--- config.mk ---
export PLATFORM = sky130hd
export DESIGN_NAME = bsg_fifo_pkt_commit_gen
export DESIGN_NICKNAME = d
export VERILOG_FILES = /design/src/rtl/bsg_fifo_pkt_commit_gen.sv
export SDC_FILE = /design/constraint.sdc
export NUM_CORES = 1
export LEC_CHECK = 0
export ABC_AREA = 1
export CAP_MARGIN = 10
export CORE_MARGIN = 4
export CORE_UTILIZATION = 35
export CTS_CLUSTER_SIZE = 40
export DETAILED_ROUTE_END_ITERATION = 16
export PLACE_DENSITY = 0.89
export SETUP_SLACK_MARGIN = 0.4
export SLEW_MARGIN = 30
export SYNTH_ARGS = -nofsm -noshare
export SYNTH_HDL_FRONTEND = slang
export SYNTH_SLANG_ARGS = --single-unit
--- constraint.sdc ---
create_clock -name clk_i -period 2.1 [get_ports clk_i]
set_input_delay 0.525 -clock clk_i [delete_from_list [all_inputs] [get_ports clk_i]]
set_output_delay 0.525 -clock clk_i [all_outputs]
set_load 0.02 [all_outputs]
--- src/rtl/bsg_fifo_pkt_commit_gen.sv ---
// ============================================================================
// Module   : bsg_fifo_pkt_commit_gen
// Purpose  : Packet admission ahead of a store-and-forward FIFO. Forwards beats,
//            then issues one keep/drop commit per packet (error, runt, overlength).
// Option   : BSG_FIFO_PKT_COMMIT_GEN_STATS_EN builds good/drop packet counters.
// Revision : 1.0  initial release
// ============================================================================
`default_nettype none

module bsg_fifo_pkt_commit_gen #(
  parameter int width_p   = 8,
  parameter int min_len_p = 1,
  parameter int max_len_p = 8
) (
  input  logic               clk_i,
  input  logic               reset_ni,
  input  logic [width_p-1:0] data_i,
  input  logic               last_i,
  input  logic               err_i,
  input  logic               v_i,
  output logic               ready_o,
  output logic [width_p-1:0] data_o,
  output logic               v_o,
  input  logic               ready_i,
  output logic               commit_v_o,
  output logic               commit_drop_o,
  output logic [31:0]        pkt_good_cnt_o,
  output logic [31:0]        pkt_drop_cnt_o
);

  localparam int len_width_lp = $clog2(max_len_p + 1);
  localparam logic [len_width_lp-1:0] max_len_lp = len_width_lp'(max_len_p);
  localparam logic [len_width_lp-1:0] min_len_lp = len_width_lp'(min_len_p);

  typedef enum logic [1:0] {
    S_PASS    = 2'd0,
    S_DISCARD = 2'd1,
    S_COMMIT  = 2'd2
  } state_e;

  state_e                  state_q, state_d;
  logic [len_width_lp-1:0] len_q, len_d;
  logic                    bad_q, bad_d;
  logic                    ovf_q, ovf_d;
  logic                    commit_v_q, commit_v_d;
  logic                    commit_drop_q, commit_drop_d;
  logic [len_width_lp-1:0] len_inc;

  // In PASS len_q never exceeds max_len_p-1, so the increment cannot wrap.
  assign len_inc = len_q + len_width_lp'(1);
  assign data_o  = data_i;

  always_ff @(posedge clk_i or negedge reset_ni) begin
    if (!reset_ni) begin
      state_q       <= S_PASS;
      len_q         <= '0;
      bad_q         <= 1'b0;
      ovf_q         <= 1'b0;
      commit_v_q    <= 1'b0;
      commit_drop_q <= 1'b0;
    end else begin
      state_q       <= state_d;
      len_q         <= len_d;
      bad_q         <= bad_d;
      ovf_q         <= ovf_d;
      commit_v_q    <= commit_v_d;
      commit_drop_q <= commit_drop_d;
    end
  end

  always_comb begin
    state_d       = state_q;
    len_d         = len_q;
    bad_d         = bad_q;
    ovf_d         = ovf_q;
    commit_v_d    = 1'b0;
    commit_drop_d = 1'b0;
    ready_o       = 1'b0;
    v_o           = 1'b0;

    case (state_q)
      S_PASS: begin
        ready_o = ready_i;
        v_o     = v_i & reset_ni;
        if (v_i && ready_i) begin
          len_d = len_inc;
          bad_d = bad_q | err_i;
          if (last_i) begin
            state_d       = S_COMMIT;
            commit_v_d    = 1'b1;
            commit_drop_d = bad_q | err_i | ovf_q | (len_inc < min_len_lp);
          end else if (len_inc == max_len_lp) begin
            state_d = S_DISCARD;
            ovf_d   = 1'b1;
          end
        end
      end

      // Overlength tail: swallow beats without writing them into the FIFO.
      S_DISCARD: begin
        ready_o = 1'b1;
        if (v_i) begin
          bad_d = bad_q | err_i;
          if (last_i) begin
            state_d       = S_COMMIT;
            commit_v_d    = 1'b1;
            commit_drop_d = 1'b1;
          end
        end
      end

      S_COMMIT: begin
        len_d   = '0;
        bad_d   = 1'b0;
        ovf_d   = 1'b0;
        state_d = S_PASS;
      end

      default: begin
        state_d = S_PASS;
      end
    endcase
  end

  assign commit_v_o    = commit_v_q;
  assign commit_drop_o = commit_drop_q;

`ifdef BSG_FIFO_PKT_COMMIT_GEN_STATS_EN
  logic [31:0] good_cnt_q;
  logic [31:0] drop_cnt_q;

  // Saturating counters: hold at all-ones rather than wrapping.
  always_ff @(posedge clk_i or negedge reset_ni) begin
    if (!reset_ni) begin
      good_cnt_q <= '0;
      drop_cnt_q <= '0;
    end else if (commit_v_q) begin
      if (!commit_drop_q && (good_cnt_q != 32'hFFFF_FFFF)) begin
        good_cnt_q <= good_cnt_q + 32'd1;
      end
      if (commit_drop_q && (drop_cnt_q != 32'hFFFF_FFFF)) begin
        drop_cnt_q <= drop_cnt_q + 32'd1;
      end
    end
  end

  assign pkt_good_cnt_o = good_cnt_q;
  assign pkt_drop_cnt_o = drop_cnt_q;
`else
  assign pkt_good_cnt_o = 32'd0;
  assign pkt_drop_cnt_o = 32'd0;
`endif

endmodule

`default_nettype wire
# Yosys cells after proc, flatten, opt, wreduce, memory -nomap -nowiden
# Index checks and enable logic that the tools add are counted.
[totals]
ff_bits = 10
elab_cells = 53
out_inout_bits = 76
in_bits = 14
[op_classes]
order_cmp = 1
bitwise = 4
add_sub_neg = 1
mux = 24
n_eq_ne = 9
n_reduce_logical = 8
[ops]
columns = ["cell", "n"]
rows = [
  ["2-to-1 mux 1 bit", 11],
  ["2-to-1 mux 2 bit", 5],
  ["!= test 2 bit (second input constant)", 5],
  ["one-hot mux 1 bit (2 select lines)", 4],
  ["one-hot mux 4 bit (2 select lines)", 1],
  ["AND reduction 4 bit", 2],
  ["adder 4 x 1 -> 4 bit (second input constant)", 1],
  ["equality test 4 bit (second input constant)", 1],
  ["less-than comparator 4 x 1 -> 1 bit (second input constant)", 1],
  ["2-to-1 mux 4 bit", 1],
  ["one-hot mux 2 bit (2 select lines)", 1],
  ["!= test 3 bit (second input constant)", 1],
  ["bitwise OR 1 bit", 3],
  ["one-hot mux 1 bit (3 select lines)", 1],
  ["AND reduction 3 bit", 1],
  ["nonzero test 3 bit", 1],
  ["equality test 2 x 1 -> 1 bit (second input constant)", 1],
  ["equality test 2 bit (second input constant)", 1],
  ["zero test 2 bit", 1],
  ["AND reduction 2 bit", 1],
  ["nonzero test 2 bit", 1],
  ["bitwise AND 1 bit", 1],
  ["logical AND 1 bit", 1],
]

# Longest topological paths before layout
[depth]
word_depth = 6
mapped_depth = 8
ltp_nobuf = 8

# Worst setup path after synthesis
# Ideal clock, no wire load.
[synth_path]
path_type = "register to output"
start = "reg state_q[0]"
end = "out v_o"
n_path_buf = 0
stages_incl_launch_ff = 3
t_required_ns = 1.575
arrival_time_ns = 0.854
setup_slack_ns = 0.721
cell_sequence = "dfrtp_1 -> nor2_4 -> and3_1"
[synth_via]
elab_chain_cells = 2
[synth_rtl]
columns = ["item", "line_no", "rtl"]
rows = [
  ["start, declared", "41", "state_e state_q, state_d;"],
  ["start signal, assigned", "62", "state_q <= state_d;"],
  ["zero test 2 bit", "81", "case (state_q)"],
  ["2-to-1 mux 1 bit", "81", ""],
  ["end, declared", "23", "output logic v_o,"],
]
# Every way passes these cells.

# Final worst setup path
[layout_path]
start = "reg state_q[1]"
end = "out v_o"
# The elaborated chain is that of the path after synthesis.

==> reports/qor.yml <==
clock_network:
  clk_pin_slew_ns: 0.07
  ctsRootBufferMaster: "clkbuf_4"
  cts_sinks: 10
  worstSkewPairLatency_ns: 0.26
  cts_buffers: 3
  cts_tree: "built"
  htree_num_levels: 1
  cts_buffer_depth: 2
power:
  pwr-share-clk_pct: 18.9
  ir_worst_vdd_v: 0.000247
  switchingPower_w: 0.000400
  swShare_pct: 44.1
  total_power_w: 0.000906
  internal_power_w: 0.000506
  leakagePower_nw: 0.600
  seqPwrFrac_pct: 33.6
  comb_power_share_pct: 47.5
  p_per_area_mw_per_mm2: 918
detailed_routing:
  totalWireLength_um: 1520
  avgViaCountPerCell: 3.69
  post_drt_wl_per_cell_um: 8.47
  ant_nets: 0
  dr_total_vias: 661
  drt_iter0_markers: 9
  drc: 0
  first_pass_iters: 4
final_layout:
  nFillCells: 305
  final_common_cell: "conb_1"
  final_cell_mix: "64 x conb_1, 20 x nand2_1, 9 x dfrtp_1, 7 x inv_1, 6 x nand3_1"
  design_area_sq_um: 987
  syn_to_final_growth_pct: -9.10
  stdcell_count: 179
  layout.nets: 164
  drive_gt1_share_pct: 14.9
  antenna_cells: 0
  regArea_sq_um: 251
  multi_input_area_sq_um: 499
place:
  placed_cells: 173
  hpwl_um: 1320
  place_area_sq_um: 933
  place_congestion: 0.836
  io_buffer_count: 9
setup_path:
  max_stage_delay_ns: 0.41
  crit_path_end_kind: "output port"
  reg2reg_slack_ns: 0.89
  crit_path_end: "v_o"
  cp.required_ns: 1.57
  critPathLaunchType: "flip-flop"
  slowest_stage: "dfrtp_1"
  cp.buffers_inverters: 1
  regToRegStartpoint: "len_q[0]"
  cp_num_cells: 3
  crit_path_max_fanout: 2
  cp_top_family: "flip-flops"
  crit_start: "state_q[1]"
  worstRegToRegCells: 7
  r2r-end: "ovf_q"
  critPathKind: "reg2out"
  crit_chain: "nor2_4 > and3_4 > buf_6"
  critPathArrivalTime_ns: 1.08
worst_hold_path:
  worstHoldPathType: "in2async"
timing:
  hold_violations: 0
  rsz0062_at_grt: "no"
  finalCritPeriodShare_pct: 76.3
  timing.fmax_mhz: 624
  finalClockSkew_ns: 0.000677
  tns_ns: 0
  setup_viol: 0
  period_minus_slack_ns: 1.60
  drv_slew: 0
floorplanning:
  dieArea_sq_mm: 0.00406
  io_pins: 90
  die_h_um: 63.7
  die_w_um: 63.7
  core_area_sq_mm: 0.00285
  start_util_pct: 38.1
  rows: 19
grt:
  antenna_found_initial: 0
  first_global_vias: 522
  track_usage_pct: 6.72
  grtUsageMet3_pct: 3.20
  gr-usage-met2_pct: 11.2
  grt_pass1_wl_um: 2210
  grt-busiest-layer: "met2"
  gr-total-overflow: 0
  grt_max_degree: 11
  grt.met1_usage_pct: 7.76
logic_synthesis:
  synth_cell_types: 23
  yosys.area.top_type: "buf_4"
  synth_area_leaders: "buf_4 50%, dfrtp_1 23%, nand2_1 6.9%"
  netlist_area_sq_mm: 0.00109
  avgSynthCellArea_sq_um: 7.81
  yosysTopAreaCellShare_pct: 49.8
  yosysSeqAreaShare_pct: 23.0
  ys_ff_latch: 10
  netlist_instances: 139
  synth_warnings: 0
run:
  drv_cap: 0
status:
  status: "finished, final reports clean"
==> per-layer routing <==
layer / part of all wire, % / vias to the layer above
met3: 15 / 2
li1: - / 319
met4: 0.53 / 0
met5: 0 / -
met1: 34 / 295
met2: 51 / 45
==> power groups by stage <==
stage | clock [W] | combinational [W] | sequential, W
final | 0.000171 | 0.000430 | 0.000304
after global routing | 0.000192 | 0.000487 | 0.000315
after global placement | 0 | 0.000382 | 0.000308
after floorplan | 0 | 0.000417 | 0.000307
after detailed placement | 0 | 0.000391 | 0.000313
after CTS | 0.000176 | 0.000395 | 0.000309
==> metrics by stage <==
step	hold slack, ns	setup slack, ns	utilization [%]
floorplan	0.229	0.721	-
global placement	0.512	-0.172	32.7
detailed placement	0.520	-0.215	32.7
CTS	0.337	0.350	34.0
global route	0.349	0.434	34.6
finish	0.333	0.498	34.6
==> Yosys cell counts <==
master	count
buf_4	72
nand2_1	20
dfrtp_1	10
inv_1	7
nand3_1	6
inv_2	3
a21oi_1	2
nand3_2	2
nand4_1	2
o21ai_0	2
a21oi_2	1
a31oi_1	1
and3_1	1
conb_1	1
ha_1	1
nand2_4	1
nor2_1	1
nor2_2	1
nor2_4	1
o2111ai_1	1
o22ai_1	1
or2_1	1
xnor2_1	1
==> area by class of cell <==
cell class	count	share of cell area, %
sequential	10	25.5
timing repair buffer	14	12.5
inverter	10	3.80
multi-input combinational	110	50.6
tap	31	3.93
clock buffer	4	3.68
==> registers in the layout, indices dropped and copies added (netlist names) <==
name	flops
commit_v_o	1
state_q	2
len_q	4
bad_q	1
ovf_q	1
commit_drop_o	1
==> worst reg2reg max path: stages, from the launching register on <==
cell     delay, ns
dfrtp_1       0.41
ha_1          0.21
nand2_1       0.06
inv_1         0.07
nand3_1       0.10
nand2_1       0.11
nand3_2       0.07
a21oi_2       0.12
==> worst min path at each step <==
stage	cells past startpoint	from	slack (ns)	to
after global routing	2	reset_ni	0.35	state_q[1]
final	2	reset_ni	0.33	len_q[2]
after CTS	2	reset_ni	0.34	commit_v_o
after floorplan	0	reset_ni	0.23	bad_q
after global placement	2	ovf_q	0.51	ovf_q
after detailed placement	2	ovf_q	0.52	ovf_q
==> timing repair <==
item | CTS | global route
setup buffers | 0 | 2
gates resized for setup | 18 | 1
setup endpoints to repair | 4 | 1
pin swaps | 0 | 1
hold buffers | 0 | 0
hold endpoints to repair | 0 | 0
==> kinds of logic after synthesis <==
kind of cell | after synthesis | synth area share, %
AOI/OAI and AO/OA | 8 | 4.61
xor gates and xnor gates | 1 | 0.807
buffers and inverters | 82 | 53.2
DFF | 10 | 23.0
other | 1 | 0.345
and+or+nand+nor | 36 | 16.8
adders and majority gates | 1 | 1.15
Power figures use the tool's default switching activity.
